## src/rtl/sprite_animator.sv

```systemverilog
// sprite_animator: positioned, scaled, animated sprite renderer for the
// 640x480 VGA path. Maps DrawX/DrawY into an external synchronous sprite ROM
// holding FRAMES stacked images, steps frames on frame_start ticks, and
// composites palette RGB over a background RGB.
// Pixel pipeline: S1 (rom_address) -> ROM read -> S2 (pal_idx) -> RGB, so RGB
// for a pixel appears three cycles after its rom_address.
// Optional feature macro: SPRITE_TRANSPARENCY_EN (texels equal to TRANSP_IDX
// show the background instead of their palette colour).
module sprite_animator #(
  parameter int SPR_W       = 92,
  parameter int SPR_H       = 120,
  parameter int FRAMES      = 4,
  parameter int ADDR_W      = 16,
  parameter int FRAME_TICKS = 8
`ifdef SPRITE_TRANSPARENCY_EN
  , parameter int TRANSP_IDX = 0
`endif
) (
  input  logic                       vga_clk,
  input  logic                       reset_n,
  input  logic [9:0]                 DrawX,
  input  logic [9:0]                 DrawY,
  input  logic                       blank,
  input  logic                       frame_start,
  input  logic [9:0]                 pos_x,
  input  logic [9:0]                 pos_y,
  input  logic [1:0]                 scale,
  input  logic                       flip_x,
  input  logic                       start,
  input  logic                       loop,
  output logic [ADDR_W-1:0]          rom_address,
  input  logic [3:0]                 rom_q,
  output logic [3:0]                 pal_idx,
  input  logic [3:0]                 pal_r,
  input  logic [3:0]                 pal_g,
  input  logic [3:0]                 pal_b,
  input  logic [3:0]                 bg_r,
  input  logic [3:0]                 bg_g,
  input  logic [3:0]                 bg_b,
  output logic [3:0]                 red,
  output logic [3:0]                 green,
  output logic [3:0]                 blue,
  output logic [$clog2(FRAMES)-1:0]  frame_idx,
  output logic                       busy,
  output logic                       anim_done
);

  localparam int FW       = $clog2(FRAMES);
  localparam int TW       = $clog2(FRAME_TICKS + 1);
  localparam int FRAME_SZ = SPR_W * SPR_H;
  localparam logic [FW-1:0] LAST_FRAME = FW'(FRAMES - 1);
  localparam logic [TW-1:0] LAST_TICK  = TW'(FRAME_TICKS - 1);

  typedef enum logic [1:0] {ST_IDLE = 2'd0, ST_PLAY = 2'd1, ST_HOLD = 2'd2} state_e;

  state_e            state_q, state_d;
  logic [FW-1:0]     frame_q, frame_d;
  logic [TW-1:0]     tick_q, tick_d;
  logic              done_q, done_d, busy_q;

  logic [9:0]        sx_q, sy_q;
  logic [1:0]        sc_q;
  logic              flip_q;

  logic [11:0]       px_s, py_s, lx_raw_s, lx_s, ly_s;
  logic              hit_s, opaque_s;
  logic [ADDR_W-1:0] addr_s, rom_address_q, rom_address_d;
  logic              hit1_q, blank1_q, hit1b_q, blank1b_q, hit2_q, blank2_q;
  logic [11:0]       bg1_q, bg1b_q, bg2_q, rgb_q, rgb_d;
  logic [3:0]        pal_idx_q;

  // Shadow placement registers: only frame_start may move/rescale the sprite.
  always_ff @(posedge vga_clk or negedge reset_n) begin
    if (!reset_n) begin
      sx_q   <= 10'd0;
      sy_q   <= 10'd0;
      sc_q   <= 2'd0;
      flip_q <= 1'b0;
    end else if (frame_start) begin
      sx_q   <= pos_x;
      sy_q   <= pos_y;
      sc_q   <= (scale == 2'd3) ? 2'd2 : scale;
      flip_q <= flip_x;
    end
  end

  // Hit test and texel address; subtractions are 12-bit so left/top misses never alias.
  always_comb begin
    px_s     = {2'b00, DrawX} - {2'b00, sx_q};
    py_s     = {2'b00, DrawY} - {2'b00, sy_q};
    lx_raw_s = px_s >> sc_q;
    ly_s     = py_s >> sc_q;
    hit_s    = (DrawX >= sx_q) && (DrawY >= sy_q) &&
               (lx_raw_s < 12'(SPR_W)) && (ly_s < 12'(SPR_H));
    if (flip_q) begin
      lx_s = 12'(SPR_W - 1) - lx_raw_s;
    end else begin
      lx_s = lx_raw_s;
    end
    addr_s = ADDR_W'(frame_q) * ADDR_W'(FRAME_SZ) +
             ADDR_W'(ly_s) * ADDR_W'(SPR_W) + ADDR_W'(lx_s);
    if (hit_s) begin
      rom_address_d = addr_s;
    end else begin
      rom_address_d = rom_address_q;
    end
  end

  // Texel opacity, judged on the ROM data as it enters S2.
  always_comb begin
`ifdef SPRITE_TRANSPARENCY_EN
    opaque_s = (rom_q != 4'(TRANSP_IDX));
`else
    opaque_s = 1'b1;
`endif
  end

  // Final colour mux: blanking forces black, otherwise sprite over background.
  always_comb begin
    if (!blank2_q) begin
      rgb_d = 12'h000;
    end else if (hit2_q) begin
      rgb_d = {pal_r, pal_g, pal_b};
    end else begin
      rgb_d = bg2_q;
    end
  end

  // Pixel pipeline: S1, ROM-latency alignment stage, S2, registered RGB.
  always_ff @(posedge vga_clk or negedge reset_n) begin
    if (!reset_n) begin
      rom_address_q <= {ADDR_W{1'b0}};
      hit1_q        <= 1'b0;
      blank1_q      <= 1'b0;
      bg1_q         <= 12'h000;
      hit1b_q       <= 1'b0;
      blank1b_q     <= 1'b0;
      bg1b_q        <= 12'h000;
      pal_idx_q     <= 4'd0;
      hit2_q        <= 1'b0;
      blank2_q      <= 1'b0;
      bg2_q         <= 12'h000;
      rgb_q         <= 12'h000;
    end else begin
      rom_address_q <= rom_address_d;
      hit1_q        <= hit_s;
      blank1_q      <= blank;
      bg1_q         <= {bg_r, bg_g, bg_b};
      hit1b_q       <= hit1_q;
      blank1b_q     <= blank1_q;
      bg1b_q        <= bg1_q;
      pal_idx_q     <= rom_q;
      hit2_q        <= hit1b_q & opaque_s;
      blank2_q      <= blank1b_q;
      bg2_q         <= bg1b_q;
      rgb_q         <= rgb_d;
    end
  end

  // Animation FSM next state: start always wins, frames only move on frame_start.
  always_comb begin
    state_d = state_q;
    frame_d = frame_q;
    tick_d  = tick_q;
    done_d  = 1'b0;
    if (start) begin
      state_d = ST_PLAY;
      frame_d = {FW{1'b0}};
      tick_d  = {TW{1'b0}};
    end else begin
      case (state_q)
        ST_PLAY: begin
          if (frame_start) begin
            if (tick_q == LAST_TICK) begin
              tick_d = {TW{1'b0}};
              if (frame_q == LAST_FRAME) begin
                if (loop) begin
                  frame_d = {FW{1'b0}};
                end else begin
                  state_d = ST_HOLD;
                  done_d  = 1'b1;
                end
              end else begin
                frame_d = frame_q + FW'(1);
                // Without looping the animation finishes on entering the last frame.
                if ((frame_d == LAST_FRAME) && !loop) begin
                  state_d = ST_HOLD;
                  done_d  = 1'b1;
                end else begin
                  state_d = ST_PLAY;
                end
              end
            end else begin
              tick_d = tick_q + TW'(1);
            end
          end else begin
            tick_d = tick_q;
          end
        end
        default: begin
          state_d = state_q;
        end
      endcase
    end
  end

  // Animation FSM registers; busy/anim_done are registered from next state.
  always_ff @(posedge vga_clk or negedge reset_n) begin
    if (!reset_n) begin
      state_q <= ST_IDLE;
      frame_q <= {FW{1'b0}};
      tick_q  <= {TW{1'b0}};
      done_q  <= 1'b0;
      busy_q  <= 1'b0;
    end else begin
      state_q <= state_d;
      frame_q <= frame_d;
      tick_q  <= tick_d;
      done_q  <= done_d;
      busy_q  <= (state_d == ST_PLAY);
    end
  end

  assign rom_address = rom_address_q;
  assign pal_idx     = pal_idx_q;
  assign red         = rgb_q[11:8];
  assign green       = rgb_q[7:4];
  assign blue        = rgb_q[3:0];
  assign frame_idx   = frame_q;
  assign busy        = busy_q;
  assign anim_done   = done_q;

endmodule
```

## config.mk

```make
export PLATFORM = sky130hd
export DESIGN_NAME = sprite_animator
export DESIGN_NICKNAME = d
export VERILOG_FILES = /design/src/rtl/sprite_animator.sv
export SDC_FILE = /design/constraint.sdc
export NUM_CORES = 1
export LEC_CHECK = 0
export CAP_MARGIN = 20
export CELL_PAD_IN_SITES_DETAIL_PLACEMENT = 0
export CELL_PAD_IN_SITES_GLOBAL_PLACEMENT = 2
export CORE_MARGIN = 5
export CORE_UTILIZATION = 41
export DETAILED_ROUTE_END_ITERATION = 10
export DONT_BUFFER_PORTS = 1
export MAX_ROUTING_LAYER = met4
export PLACE_DENSITY = 0.78
export SLEW_MARGIN = 40
export SYNTH_ARGS = -nofsm -noshare
export SYNTH_HDL_FRONTEND = slang
export SYNTH_SLANG_ARGS = --single-unit
```

## constraint.sdc

```tcl
create_clock -name vga_clk -period 9.1 [get_ports vga_clk]
set_input_delay 1.82 -clock vga_clk [delete_from_list [all_inputs] [get_ports vga_clk]]
set_output_delay 1.82 -clock vga_clk [all_outputs]
set_load 0.05 [all_outputs]
```

# Word level (Yosys, flattened, before mapping)
# Cells that the tools add are included.
[totals]
ff_bits = 107
input_bits = 77
output_inout_bits = 36
wordCells = 81
[classes]
add_sub_neg = 7
n_mul = 2
magnitude_cmp = 4
n_eq_ne = 7
shifts = 2
mux = 28
n_reduce_logical = 10
[op_table]
columns = ["cell", "count"]
rows = [
  ["12-bit two-way mux", 3],
  ["2-bit two-way mux", 14],
  ["12-bit by 7-bit < comparator with 1-bit output (second input constant)", 2],
  ["12-bit by 2-bit >> shifter with 12-bit output", 2],
  ["10-bit by 10-bit subtractor with 11-bit output", 2],
  ["10-bit >= comparator", 2],
  ["16-bit by 12-bit adder with 16-bit output", 1],
  ["16-bit adder", 1],
  ["4-bit two-way mux", 4],
  ["12-bit by 5-bit multiplier with 14-bit output (second input constant)", 1],
  ["7-bit by 12-bit subtractor with 12-bit output (first input constant)", 1],
  ["2-bit by 9-bit multiplier with 11-bit output (second input constant)", 1],
  ["1-bit two-way mux", 7],
  ["2-bit == test (second input constant)", 3],
  ["2-bit nonzero test", 3],
  ["4-bit by 1-bit adder with 4-bit output (second input constant)", 1],
  ["2-bit by 1-bit == test with 1-bit output (second input constant)", 2],
  ["4-bit by 3-bit == test with 1-bit output (second input constant)", 1],
  ["1-bit logical AND", 4],
  ["4-bit AND reduction", 1],
  ["3-bit inequality test (second input constant)", 1],
  ["2-bit by 1-bit adder with 2-bit output (second input constant)", 1],
  ["2-bit AND reduction", 1],
  ["1-bit logical NOT", 1],
]

# Logic depth before layout (Yosys ltp)
# Gate-level depths: netlist of the first run.
[logic_depth]
depth_word = 10
depth_mapped = 34
mapped_depth_nobuf = 34

# Worst setup path after synthesis of the first run
# Ideal clock, no wire load.
[synth_path]
kind = "input port to flip-flop"
startpoint = "input DrawY[0]"
endpoint = "register rom_address_q[15], in the netlist rom_address[15]"
arrival_time_ps = 8118
t_required_ps = 8975
setup_slack_ps = 857
stages = 31
path_cell_list = "inv_1 -> ha_1 -> inv_1 -> fa_1 -> a211oi_1 -> o21ai_0 -> a21oi_1 -> xnor2_1 -> mux4_2 -> ha_1 -> inv_1 -> fa_1 -> fa_1 -> inv_1 -> ha_1 -> a21oi_1 -> o21bai_1 -> a21oi_1 -> o21bai_1 -> a21oi_1 -> o21bai_1 -> a21oi_1 -> xnor2_1 -> ha_1 -> ha_1 -> or3_1 -> a211oi_1 -> nor2_1 -> xnor3_1 -> xnor2_1 -> mux2_4"
[synth_between]
elab_chain_len = 5
elab_cells_between_ends = 10
[synth_lines]
columns = ["element", "line", "text"]
rows = [
  ["start, declared", "22", "input logic [9:0] DrawY,"],
  ["10-bit by 10-bit subtractor with 11-bit output", "90", "py_s = {2'b00, DrawY} - {2'b00, sy_q};"],
  ["12-bit by 2-bit >> shifter with 12-bit output", "92", "ly_s = py_s >> sc_q;"],
  ["12-bit by 5-bit multiplier with 14-bit output", "101", "ADDR_W'(ly_s) * ADDR_W'(SPR_W) + ADDR_W'(lx_s);"],
  ["16-bit adder", "100", "addr_s = ADDR_W'(frame_q) * ADDR_W'(FRAME_SZ) +"],
  ["16-bit by 12-bit adder with 16-bit output", "101", ""],
  ["end signal, assigned", "132", "rom_address_q <= {ADDR_W{1'b0}};"],
  ["end signal, assigned", "145", "rom_address_q <= rom_address_d;"],
  ["end, declared", "67", "logic [ADDR_W-1:0] addr_s, rom_address_q, rom_address_d;"],
]
# Several ways; a longest one is shown, not always the timed one.
# A chain may end at the register's enable or synchronous reset.

# Worst setup path after layout of the first run
# Ends and elaborated chain as after synthesis.

==> flow_results.org, run 1 <==
** Outcome
- The run finished with clean final reports.

** Route
- In the routed design, unresolved DRC markers number 0.
- First-pass iteration count of the detailed router :: 5
- The first routing iteration left 305 violations.
- Dividing the detail-routed via count by the number of cells gives 5.304.
- The final route contains 5309 vias.
- Post-detailed-route wirelength per cell :: 16.14 microns
- Detailed-route wire length :: 16150 microns
- Number of nets still failing antenna checks after routing :: 0

** Timing
- The worst pin sits at a relative slew slack of 47.68%.
- Max Slew Vio Count :: 0
- Post-route clock skew :: 0.009331 ns
- Fraction of the cycle the final worst path needs :: 91.08%
- At the pin with the least slew margin, the transition time is 0.7800 ns.
- Setup repair after global routing left no endpoint under its margin.
- Hold timing on the final database bottoms out at a slack of 0.3404 ns.
- Count of final setup violators :: 0
- The hold violation count in the final report was 0.
- After routing, the total negative slack on setup checks comes to 0 ns.
- Based on the critical path, the design can be clocked at up to 120.7 MHz.
- Time the worst path needs with I/O delays and setup :: 8.288 ns

** Setup path
- End of the worst register-to-register path :: rom_address[15]$_DFFE_PN0P_
- At the worst endpoint, the required time is 9.33 ns.
- Cell with the biggest individual delay on the critical path :: mux4_2
- Number of cells on the worst reg-to-reg path :: 30
- Along the worst path, the maximum fanout reaches 5.
- For this run, the slowest stage of the critical path takes 0.56 ns.
- Beginning of the worst register-to-register path :: sy_q[0]$_DFFE_PN0P_
- The critical path is of the primary input to flop type.
- At the worst endpoint, the arrival time is 8.52 ns.
- Combined buffer and inverter count along the critical path :: 4
- The cell family contributing the most delay on the critical path is adder cells.
- Origin of the worst setup path :: DrawY[0]
- Reg-to-reg setup timing slack :: 1.94 ns
- The worst setup path is captured at a flop.
- STA classifies the critical path startpoint as a primary input.

** Clocking
- Level count of the clock H-tree :: 3
- Number of buffers inserted during clock tree synthesis :: 9
- Number of hold-repair buffers added at the cts stage :: 0
- After clock tree synthesis, the clock-pin slew on the worst setup and hold paths is 0.08 ns.
- The tree built by TritonCTS fans out to 107 sinks.
- Number of buffers inserted by post-CTS setup repair :: 0
- Clk_lat worst skew :: 0.35 ns
- Gates resized during post-CTS repair numbered 0.
- TritonCTS clock tree :: yes
- Root Buffer Master :: clkbuf_16
- Buffers from clock root to sink, at most :: 2

** Worst hold path
- The worst hold path terminates at blank2_q$_DFF_PN0_.
- Hold WC Path Type :: flop to flop
- Along the worst hold path, the cell count comes to 0.
- The worst hold path begins at blank1b_q$_DFF_PN0_.

** Synthesis
- Simple-gate portion of the synthesized area :: 11.55%
- Of all flip-flops after synthesis, the portion carrying an async set or reset was 100.0%.
- The biggest area contributor in the post-synthesis netlist is dfrtp_1.
- Main combinational cell family by area after synthesis :: adder cells
- Flop and latch count out of synthesis :: 107
- Ranked by instance count, the synthesized netlist is headed by 107 x dfrtp_1, 79 x inv_1, 71 x ha_1.
- The number of nets in the synthesized netlist is 946.
- Counting every instance in the synthesized netlist gives 774.
- In this run, distinct cell masters in the synthesized netlist total 62.
- Yosys printed 0 warnings.
- Fraction of the mapped netlist area in adder cells :: 17.90%
- In the synthesized netlist the dominant register cell turns out to be dfrtp_1.
- Mapped cell area :: 7646 sq um
- Counting flops with a built-in enable in the synthesized netlist gives 0.
- Fraction of synthesized area in multiplexers :: 8.673%
- The synthesized netlist devotes 6.349% of its cell area to XOR and XNOR gates.
- Portion of the post-synthesis area used by sequential elements :: 35.02%
- The most common cell in the synthesized netlist is dfrtp_1.
- Summing the areas of all compound-gate instances in the mapped netlist gives 15.20% of the synthesized area.
- Proportion of netlist area held by the largest area contributor :: 35.02%
- Mean post-synth cell area :: 9.879 sq um
- By area the synthesized netlist is led by dfrtp_1 35%, ha_1 12%, fa_1 6.3%, inv_1 3.9%, xnor2_1 3.7%.

** Global route
- Maximum number of pins on one net before global-route repair :: 108
- The number of global-route vias before repair was 5411.
- Busiest layer in global routing :: met2
- GR met3 Demand/Resource :: 3.569%
- Initial antenna violation count :: 0
- GR met1 Demand/Resource :: 20.95%
- Global-route wire length before repair :: 27300 microns
- Met2 global-route usage :: 25.24%
- Global routing used 15.88% of the available tracks across all layers.
- Final global-route overflow total :: 0

** Layout
- The filler cells instantiated in the layout total 1765.
- 0 antenna diodes ended up in the layout.
- P&R area growth vs syn :: 6.857%
- Across the whole layout, storage elements account for 2678 sq um.
- The finished layout holds 1001 standard cells, fillers aside.
- Final core occ :: 44.12%
- Area of the multi-input gates :: 4563 sq um
- Net count, final :: 934
- Fraction of final layout cells sized beyond drive strength 1 :: 7.953%

** Floorplanning
- The core region is 18520 sq um.
- Measured along the y axis, the die boundary spans 146.6 microns.
- Measured along the x axis, the die boundary spans 146.6 microns.
- Overall die area :: 21480 sq um
- Count of standard-cell rows :: 50
- The initial utilization of the core area, before any placement, comes to 41.29%.
- Number of I/O pins :: 113

** Placed design
- At the end of routability-driven placement, the weighted congestion stood at 0.8158.
- In this run, placement finished with an instance count of 985.
- Input and output buffers added on the ports amount to 0.
- Post-detailed-placement half-perimeter wirelength :: 13060 microns

** Job
- Max-cap violations :: 0
logic make-up after synthesis:
kind of cell | Yosys count
AO/OA/AOI/OAI | 178
XOR/XNOR | 53
adder cells (fa/ha/maj) | 95
buffers and inverters | 106
flip-flops | 107
multiplexers | 51
AND/OR/NAND/NOR | 184
cell type report:
cell class / instances / area share (%)
clock buffers: 9 / 2.757
clock inverters: 7 / 1.087
inverters: 80 / 3.675
multi-input cells: 561 / 55.85
flip-flops and latches: 107 / 32.77
well taps: 234 / 3.583
repair buffers: 3 / 0.2757
worst max path at each step:
| stage | to | slack (ns) | cells after the start |
|---|---|---|---|
| after floorplan | rom_address[15]$_DFFE_PN0P_ | 0.86 | 31 |
| after global placement | rom_address[15]$_DFFE_PN0P_ | 0.48 | 31 |
| after detailed placement | rom_address[15]$_DFFE_PN0P_ | 0.42 | 31 |
| after CTS | rom_address[15]$_DFFE_PN0P_ | 0.77 | 31 |
| after global routing | rom_address[15]$_DFFE_PN0P_ | 0.22 | 31 |
| final | rom_address[15]$_DFFE_PN0P_ | 0.81 | 31 |
worst reg2reg max path, delay by kind of cell (launching register included):
| kind | cells | cell delay [ns] |
|---|---|---|
| xor+xnor | 4 | 0.79 |
| fa+ha+maj | 8 | 2.66 |
| compound gates | 11 | 1.86 |
| buf+inv | 3 | 0.14 |
| mux | 2 | 0.82 |
| simple gates | 2 | 0.42 |
| flops | 1 | 0.37 |
cell usage in the layout, fill, tap and decap left out, drive strengths merged, types with 3 or more instances in the layout:
| cell | n |
|---|---|
| a2111oi | 3 |
| a211o | 3 |
| a211oi | 12 |
| a21o | 20 |
| a21oi | 39 |
| a31oi | 3 |
| and3 | 7 |
| buf | 3 |
| clkbuf | 9 |
| clkinv | 5 |
| dfrtp | 107 |
| fa | 24 |
| ha | 71 |
| inv | 82 |
| mux2 | 25 |
| mux2i | 19 |
| mux4 | 7 |
| nand2 | 59 |
| nand2b | 5 |
| nand3 | 12 |
| nor2 | 47 |
| nor2b | 16 |
| nor3 | 11 |
| nor4 | 3 |
| o211a | 3 |
| o211ai | 4 |
| o21a | 12 |
| o21ai | 49 |
| o21bai | 6 |
| o31a | 3 |
| o31ai | 3 |
| or2 | 4 |
| or3 | 9 |
| xnor2 | 33 |
| xor2 | 19 |
state kept, by name, indices dropped and copies added, names as in the netlist, 4 cells and up:
register,flops
bg1_q,12
bg1b_q,12
bg2_q,12
pal_idx,4
rgb_q,12
rom_address,16
sx_q,10
sy_q,10
tick_q,4
per-stage QoR:
| stage | setup slack, ns | instance area, sq um |
|---|---|---|
| 2_1_floorplan | 0.8568 | 7646 |
| 3_3_place_gp | 0.4836 | 7856 |
| 3_5_place_dp | 0.4179 | 7856 |
| 4_1_cts | 0.7679 | 8170 |
| 5_1_grt | 0.2200 | 8170 |
| 6_report | 0.8117 | 8170 |
layer usage:
metal  share of wire (%)  wire length [microns]
met2                  47                   7589
met3                 4.7                    762
met1                  48                   7674
met5                   0                      0
met4                0.79                    127
Power of run 1 is not shown: default switching activity piles up to over one toggle a cycle in this logic, so the estimate is an artifact.
==> run 2: changes to the inputs <==
--- a/config.mk
+++ b/config.mk
@@ -13,7 +13,7 @@
 export DETAILED_ROUTE_END_ITERATION = 10
 export DONT_BUFFER_PORTS = 1
 export MAX_ROUTING_LAYER = met4
-export PLACE_DENSITY = 0.78
+export PLACE_DENSITY = 0.79
 export SLEW_MARGIN = 40
 export SYNTH_ARGS = -nofsm -noshare
 export SYNTH_HDL_FRONTEND = slang
==> run 2 against run 1 <==
Compared with the run above: design area is the same; sequential cell count did not move; final cell count did not move; clock skew grew 0.0018 ns; hold slack gained 0.0065 ns.
==> flow_results.org, run 2 (synthesized netlist as in run 1, its figures left out) <==
** Clocking
- In this run, post-CTS repair resized a total of 0 instances.
- Clk_lat worst skew :: 0.35 ns
- Buffers from clock root to sink, at most :: 2
- Clock tree synthesis inserted a total of 9 buffers.
- Level count of the clock H-tree :: 3
- For this design, the sink count on the clock tree is 107.
- TritonCTS built the clock tree.
- Number of buffers inserted by post-CTS setup repair :: 0
- The tree is rooted in a clkbuf_16.
- In this run, post-CTS hold repair placed 0 buffers.
- Clock-pin slew reported for the worst setup and hold paths after clock tree synthesis :: 0.07 ns

** Route
- Post-route DRC :: 0
- Detailed routing placed a total of 7628 microns of wire on met2.
- Post-detailed-route wirelength per cell :: 16.17 microns
- Across all layers, the routed design uses 5381 vias.
- First-pass iteration count of the detailed router :: 5
- In the detailed route, the total length drawn on met3 is 701 microns.
- After detailed routing, the wire length on met1 is 7720 microns.
- Detailed-route wire length :: 16190 microns
- In this run the remaining antenna-violating nets after routing total 0.
- Drt initial violations :: 329
- The highest layer touched by signal routing is met4.
- Routed via count divided by cell count :: 5.376

** Setup path
- Slowest stage delay, CP :: 0.56 ns
- Cell with the biggest individual delay on the critical path :: mux4_2
- Counting both buffers and inverters, the worst setup path holds a total of 4.
- In this run the register-to-register setup slack is 1.89 ns.
- STA classifies the critical path startpoint as a primary input.
- STA classifies the critical path endpoint as a flop.
- The worst register-to-register path has a depth of 33.
- Data on the critical path arrives at its endpoint at 8.56 ns.
- The setup path with the least slack is of type primary input to flop.
- Beginning of the worst register-to-register path :: sy_q[1]$_DFFE_PN0P_
- STA puts the critical path data required time at 9.34 ns.
- The endpoint identified for the worst register-to-register timing path is rom_address[15]$_DFFE_PN0P_.
- Kind of cell adding the most delay to the critical path :: adder cells
- Along the worst path, the maximum fanout reaches 5.

** Floorplanning
- Vert. Die Dim :: 146.6 microns
- Placeable core area :: 18520 sq um
- The die is 146.6 microns wide.
- During I/O placement, the number of pins put on the boundary was 113.
- Once the floorplan was initialized, standard cells occupied 41.29% of the core.
- Count of standard-cell rows :: 50
- The die covers 21480 sq um.

** Global route
- Final global-route overflow total :: 0
- Entering global routing, the biggest net connects 108 pins.
- Global routing usage summed across all routing layers :: 15.88%
- The number of global-route vias before repair is 5375.
- Global-route wire length before repair :: 27320 microns
- Initial antenna violation count :: 0

** Timing
- Of the available clock period, the critical path in the final layout requires 91.50%.
- Count of final setup violators :: 0
- Post-route clock skew :: 0.01110 ns
- The worst path in the final design needs a cycle of 8.327 ns, including I/O delays and setup.
- Hold violation total from the final report :: 0
- Max-slew headroom at the worst pin :: 47.55%
- Worst hold slack after final layout :: 0.3469 ns
- Setup repair after global routing left no endpoint under its margin.
- In the final timing run, aggregate negative setup slack is 0 ns.
- Top achievable clock speed :: 120.1 MHz
- The max-slew violation count was 0.
- Transition at the pin with the smallest max-transition slack :: 0.7819 ns

** Placed design
- Post-detailed-placement half-perimeter wirelength :: 12940 microns
- Routability-driven placement finished with a final weighted congestion of 0.8291.
- Number of port buffers :: 0

** Layout
- P&R area growth vs syn :: 6.857%
- The register with the most flip-flops in the layout has 16 of them.
- Commonest cells after routing, fill and taps aside :: 107 x dfrtp_1, 78 x inv_1, 71 x ha_1
- Fraction of final layout cells sized beyond drive strength 1 :: 7.953%
- The number of antenna diodes in the final layout is 0.
- Net count, final :: 934
- The library cell used most frequently in the layout, excluding fill and tap cells, is dfrtp_1.

** Outcome
- The run finished with clean final reports.

** Worst hold path
- Worst Hold Endpoint :: hit2_q$_DFF_PN0_
- Along the worst hold path, the cell count comes to 0.
- The tightest min-delay check is of the flop to flop type.
- In this run the most critical hold path is launched from hit1b_q$_DFF_PN0_.

** Job
- The tool flagged a number of max-cap violations equal to 0.
run 2: cell counts in the layout (fill, tap and decap cells not counted):
Identical to the previous run, type by type.
run 2: metal layers:
| metal | track usage (%) | vias up |
|---|---|---|
| li1 | - | 2669 |
| met3 | 3.135 | 10 |
| met1 | 21.44 | 2566 |
| met4 | 3.246 | 0 |
| met5 | - | - |
| met2 | 25.10 | 136 |
run 2: per-stage QoR:
step                      area, sq um  setup slack, ns  utilization [%]  cells
after floorplan                  7646           0.8568                -    774
after global placement           7856           0.4822            42.43    985
after detailed placement         7856           0.4095            42.43    985
after CTS                        8170           0.7755            44.12   1001
after global routing             8170           0.2687            44.12   1001
final                            8170           0.7732            44.12   1001
run 2: area by class of cell:
type / instances / area, sq um
clock buffer: 9 / 225.2
clock inverter: 7 / 88.84
fill: 1795 / 10350
inverter: 80 / 300.3
multi-input combinational: 561 / 4563
sequential: 107 / 2678
tap: 234 / 292.8
timing repair buffer: 3 / 22.52
run 2: how the worst max path moves through the flow:
| stage | from | end | cells past startpoint |
|---|---|---|---|
| floorplan | DrawY[0] | rom_address[15]$_DFFE_PN0P_ | 31 |
| global placement | DrawY[0] | rom_address[15]$_DFFE_PN0P_ | 31 |
| detailed placement | DrawY[0] | rom_address[15]$_DFFE_PN0P_ | 31 |
| CTS | DrawY[0] | rom_address[15]$_DFFE_PN0P_ | 31 |
| global route | DrawY[0] | rom_address[15]$_DFFE_PN0P_ | 31 |
| finish | DrawY[0] | rom_address[15]$_DFFE_PN0P_ | 31 |
Power of run 2 is left out for the same reason.
==> run 3: changes to the inputs <==
==> constraint.sdc (replaced) <==
create_clock -name vga_clk -period 9.1 [get_ports vga_clk]
set_input_delay 1.82 -clock vga_clk [delete_from_list [all_inputs] [get_ports vga_clk]]
set_output_delay 1.82 -clock vga_clk [all_outputs]
set_load 0.02 [all_outputs]
==> run 3 against run 2 <==
Compared with the run above: global-route usage is essentially flat; register-to-register slack gained 0.06 ns; highest routed layer unchanged; clock-buffer cell count is the same; hold slack lost 0.0023 ns; utilization is essentially flat; worst setup slack gained 0.028 ns; via count shrank 1.4%; sequential cell count is the same; die area is the same; maximum frequency grew 0.34%.
==> flow_results.org, run 3 (synthesized netlist as in run 1, its figures left out) <==
** Outcome
- The flow ran to the end, and the final reports show no timing, DRC or antenna violations.

** Placed design
- Post-detailed-placement half-perimeter wirelength :: 12930 microns
- Number of port buffers :: 0
- Placement-stage cell area :: 7856 sq um
- Gpl congestion :: 0.8288

** Timing
- For the pin with the worst max-slew slack, the measured transition is 0.7792 ns.
- RSZ-0062 raised after global routing :: false
- Count of final setup violators :: 0
- Timing would allow up to 120.5 MHz.
- Setup_tns :: 0 ns
- Max Slew Vio Count :: 0
- The hold violation count in the final report came to 0.
- In this run the tightest slew margin relative to its limit is 47.73%.
- The smallest clock period supported by the final layout is computed as 8.299 ns.
- Fraction of the cycle the final worst path needs :: 91.19%
- Post-route clock skew :: 0.008902 ns
- Worst hold slack after final layout :: 0.3446 ns

** Floorplanning
- The initialized floorplan defines 50 standard-cell rows.
- Number of I/O pins :: 113
- Vert. Die Dim :: 146.6 microns
- The floorplan step defined a die boundary enclosing 21480 sq um.
- Once the floorplan was initialized, standard cells occupied 41.29% of the core.
- After floorplanning, the core was sized to cover 18520 sq um.
- The floorplan step set the die width to 146.6 microns.

** Layout
- In the layout the commonest cells are 107 x dfrtp_1, 78 x inv_1, 71 x ha_1.
- Compared with the post-synthesis result, the final layout area differs by 6.791%.
- Most common library cell in the layout ignoring fill and taps :: dfrtp_1
- Net count, final :: 934
- Summing all non-filler instances in the final layout gives an area of 8165 sq um.
- Of the cells placed in the final design, the portion with a size suffix greater than 1 is 7.953%.
- Final core occ :: 44.09%
- Flip-flop count of the largest register, all copies and words added :: 16
- Filler cell count :: 1788
- 0 antenna diodes ended up in the layout.

** Global route
- Global routing usage summed across all routing layers :: 15.86%
- Final global-route overflow total :: 0
- The first global-routing pass estimated 27170 microns of wire.
- Initial antenna violation count :: 0
- The number of global-route vias before repair came to 5288.
- Maximum number of pins on one net before global-route repair :: 108

** Route
- For this block, the via count after detailed routing is 5308.
- The final layout contains routed wiring with a total length of 16050 microns.
- Post-route DRC :: 0
- Routed via count divided by cell count :: 5.303
- First-pass iteration count of the detailed router :: 4
- Number of nets still failing antenna checks after routing :: 0
- Post-detailed-route wirelength per cell :: 16.03 microns
- For this block, the initial DRC count from the detailed router was 228.

** Setup path
- The worst setup path is captured at a flop.
- In this run the worst path has a maximum fanout of 5.
- STA classifies the critical path startpoint as a primary input.
- On the worst path, the slowest cell contributes a delay of 0.56 ns.
- Data on the critical path arrives at its endpoint at 8.53 ns.
- Data required time at the worst endpoint :: 9.34 ns
- The slowest stage of the critical path belongs to the cell mux4_2.
- Together, buffers and inverters on the worst path number 4.
- Broken down by cell family, the worst path's largest delay share belongs to adder cells.
- The critical path in this run is classified as primary input to flop.

** Clocking
- Buffers from clock root to sink, at most :: 2
- The root buffer cell chosen for the clock tree is clkbuf_16.
- TritonCTS clock tree :: yes
- Number of resized instances in the post-cts repair step :: 0
- TritonCTS created 9 clock buffers.
- Level count of the clock H-tree :: 3
- Number of hold-repair buffers added at the cts stage :: 0
- In this run the post-CTS setup repair buffer count came out at 0.
- Clock-pin slew reported for the worst setup and hold paths after clock tree synthesis :: 0.08 ns
- The clock net in this run drives a total of 107 sinks.
- Clk_lat worst skew :: 0.34 ns

** Job
- Max-cap violations :: 0

** Worst hold path
- The min-delay analysis places its worst path in the category flop to flop.
run 3: cell count changes in the layout (fill, tap and decap cells not counted), sizes merged:
cell / previous run / this run
clkinv: 5 / 3
inv: 82 / 84
run 3: area by class of cell:
class | count | area (sq um) | share of cell area [%]
clock buffers | 9 | 225.2 | 2.758
clock inverters | 7 | 83.83 | 1.027
well taps | 234 | 292.8 | 3.586
repair buffers | 3 | 22.52 | 0.2758
flip-flops and latches | 107 | 2678 | 32.79
inverters | 80 | 300.3 | 3.678
multi-input cells | 561 | 4563 | 55.88
run 3: worst paths after layout:
kind	from	slack, ns	to	cells past startpoint
max	DrawY[0]	0.80	rom_address[15]$_DFFE_PN0P_	31
min	bg1_q[1]$_DFF_PN0_	0.34	bg1b_q[1]$_DFF_PN0_	0
max reg2reg	sy_q[0]$_DFFE_PN0P_	1.95	rom_address[15]$_DFFE_PN0P_	30
min reg2reg	bg1_q[1]$_DFF_PN0_	0.34	bg1b_q[1]$_DFF_PN0_	0
max in group asynchronous	reset_n	7.79	state_q[0]$_DFF_PN0_	0
min in group asynchronous	reset_n	1.16	rgb_q[7]$_DFF_PN0_	0
run 3: layer usage:
layer | wire length, microns | GRT usage, % | vias up
met4 | 125 | 3.104 | 0
met1 | 7639 | 21.53 | 2515
met3 | 728 | 3.135 | 9
li1 | - | - | 2664
met5 | 0 | - | -
met2 | 7552 | 24.96 | 120
run 3: metrics by stage:
stage	std cells	worst slack (ns)
after global routing	1001	0.2520
after CTS	1001	0.7731
after detailed placement	985	0.4137
after global placement	985	0.4821
final	1001	0.8015
after floorplan	774	0.8568
Power of run 3 is left out for the same reason.
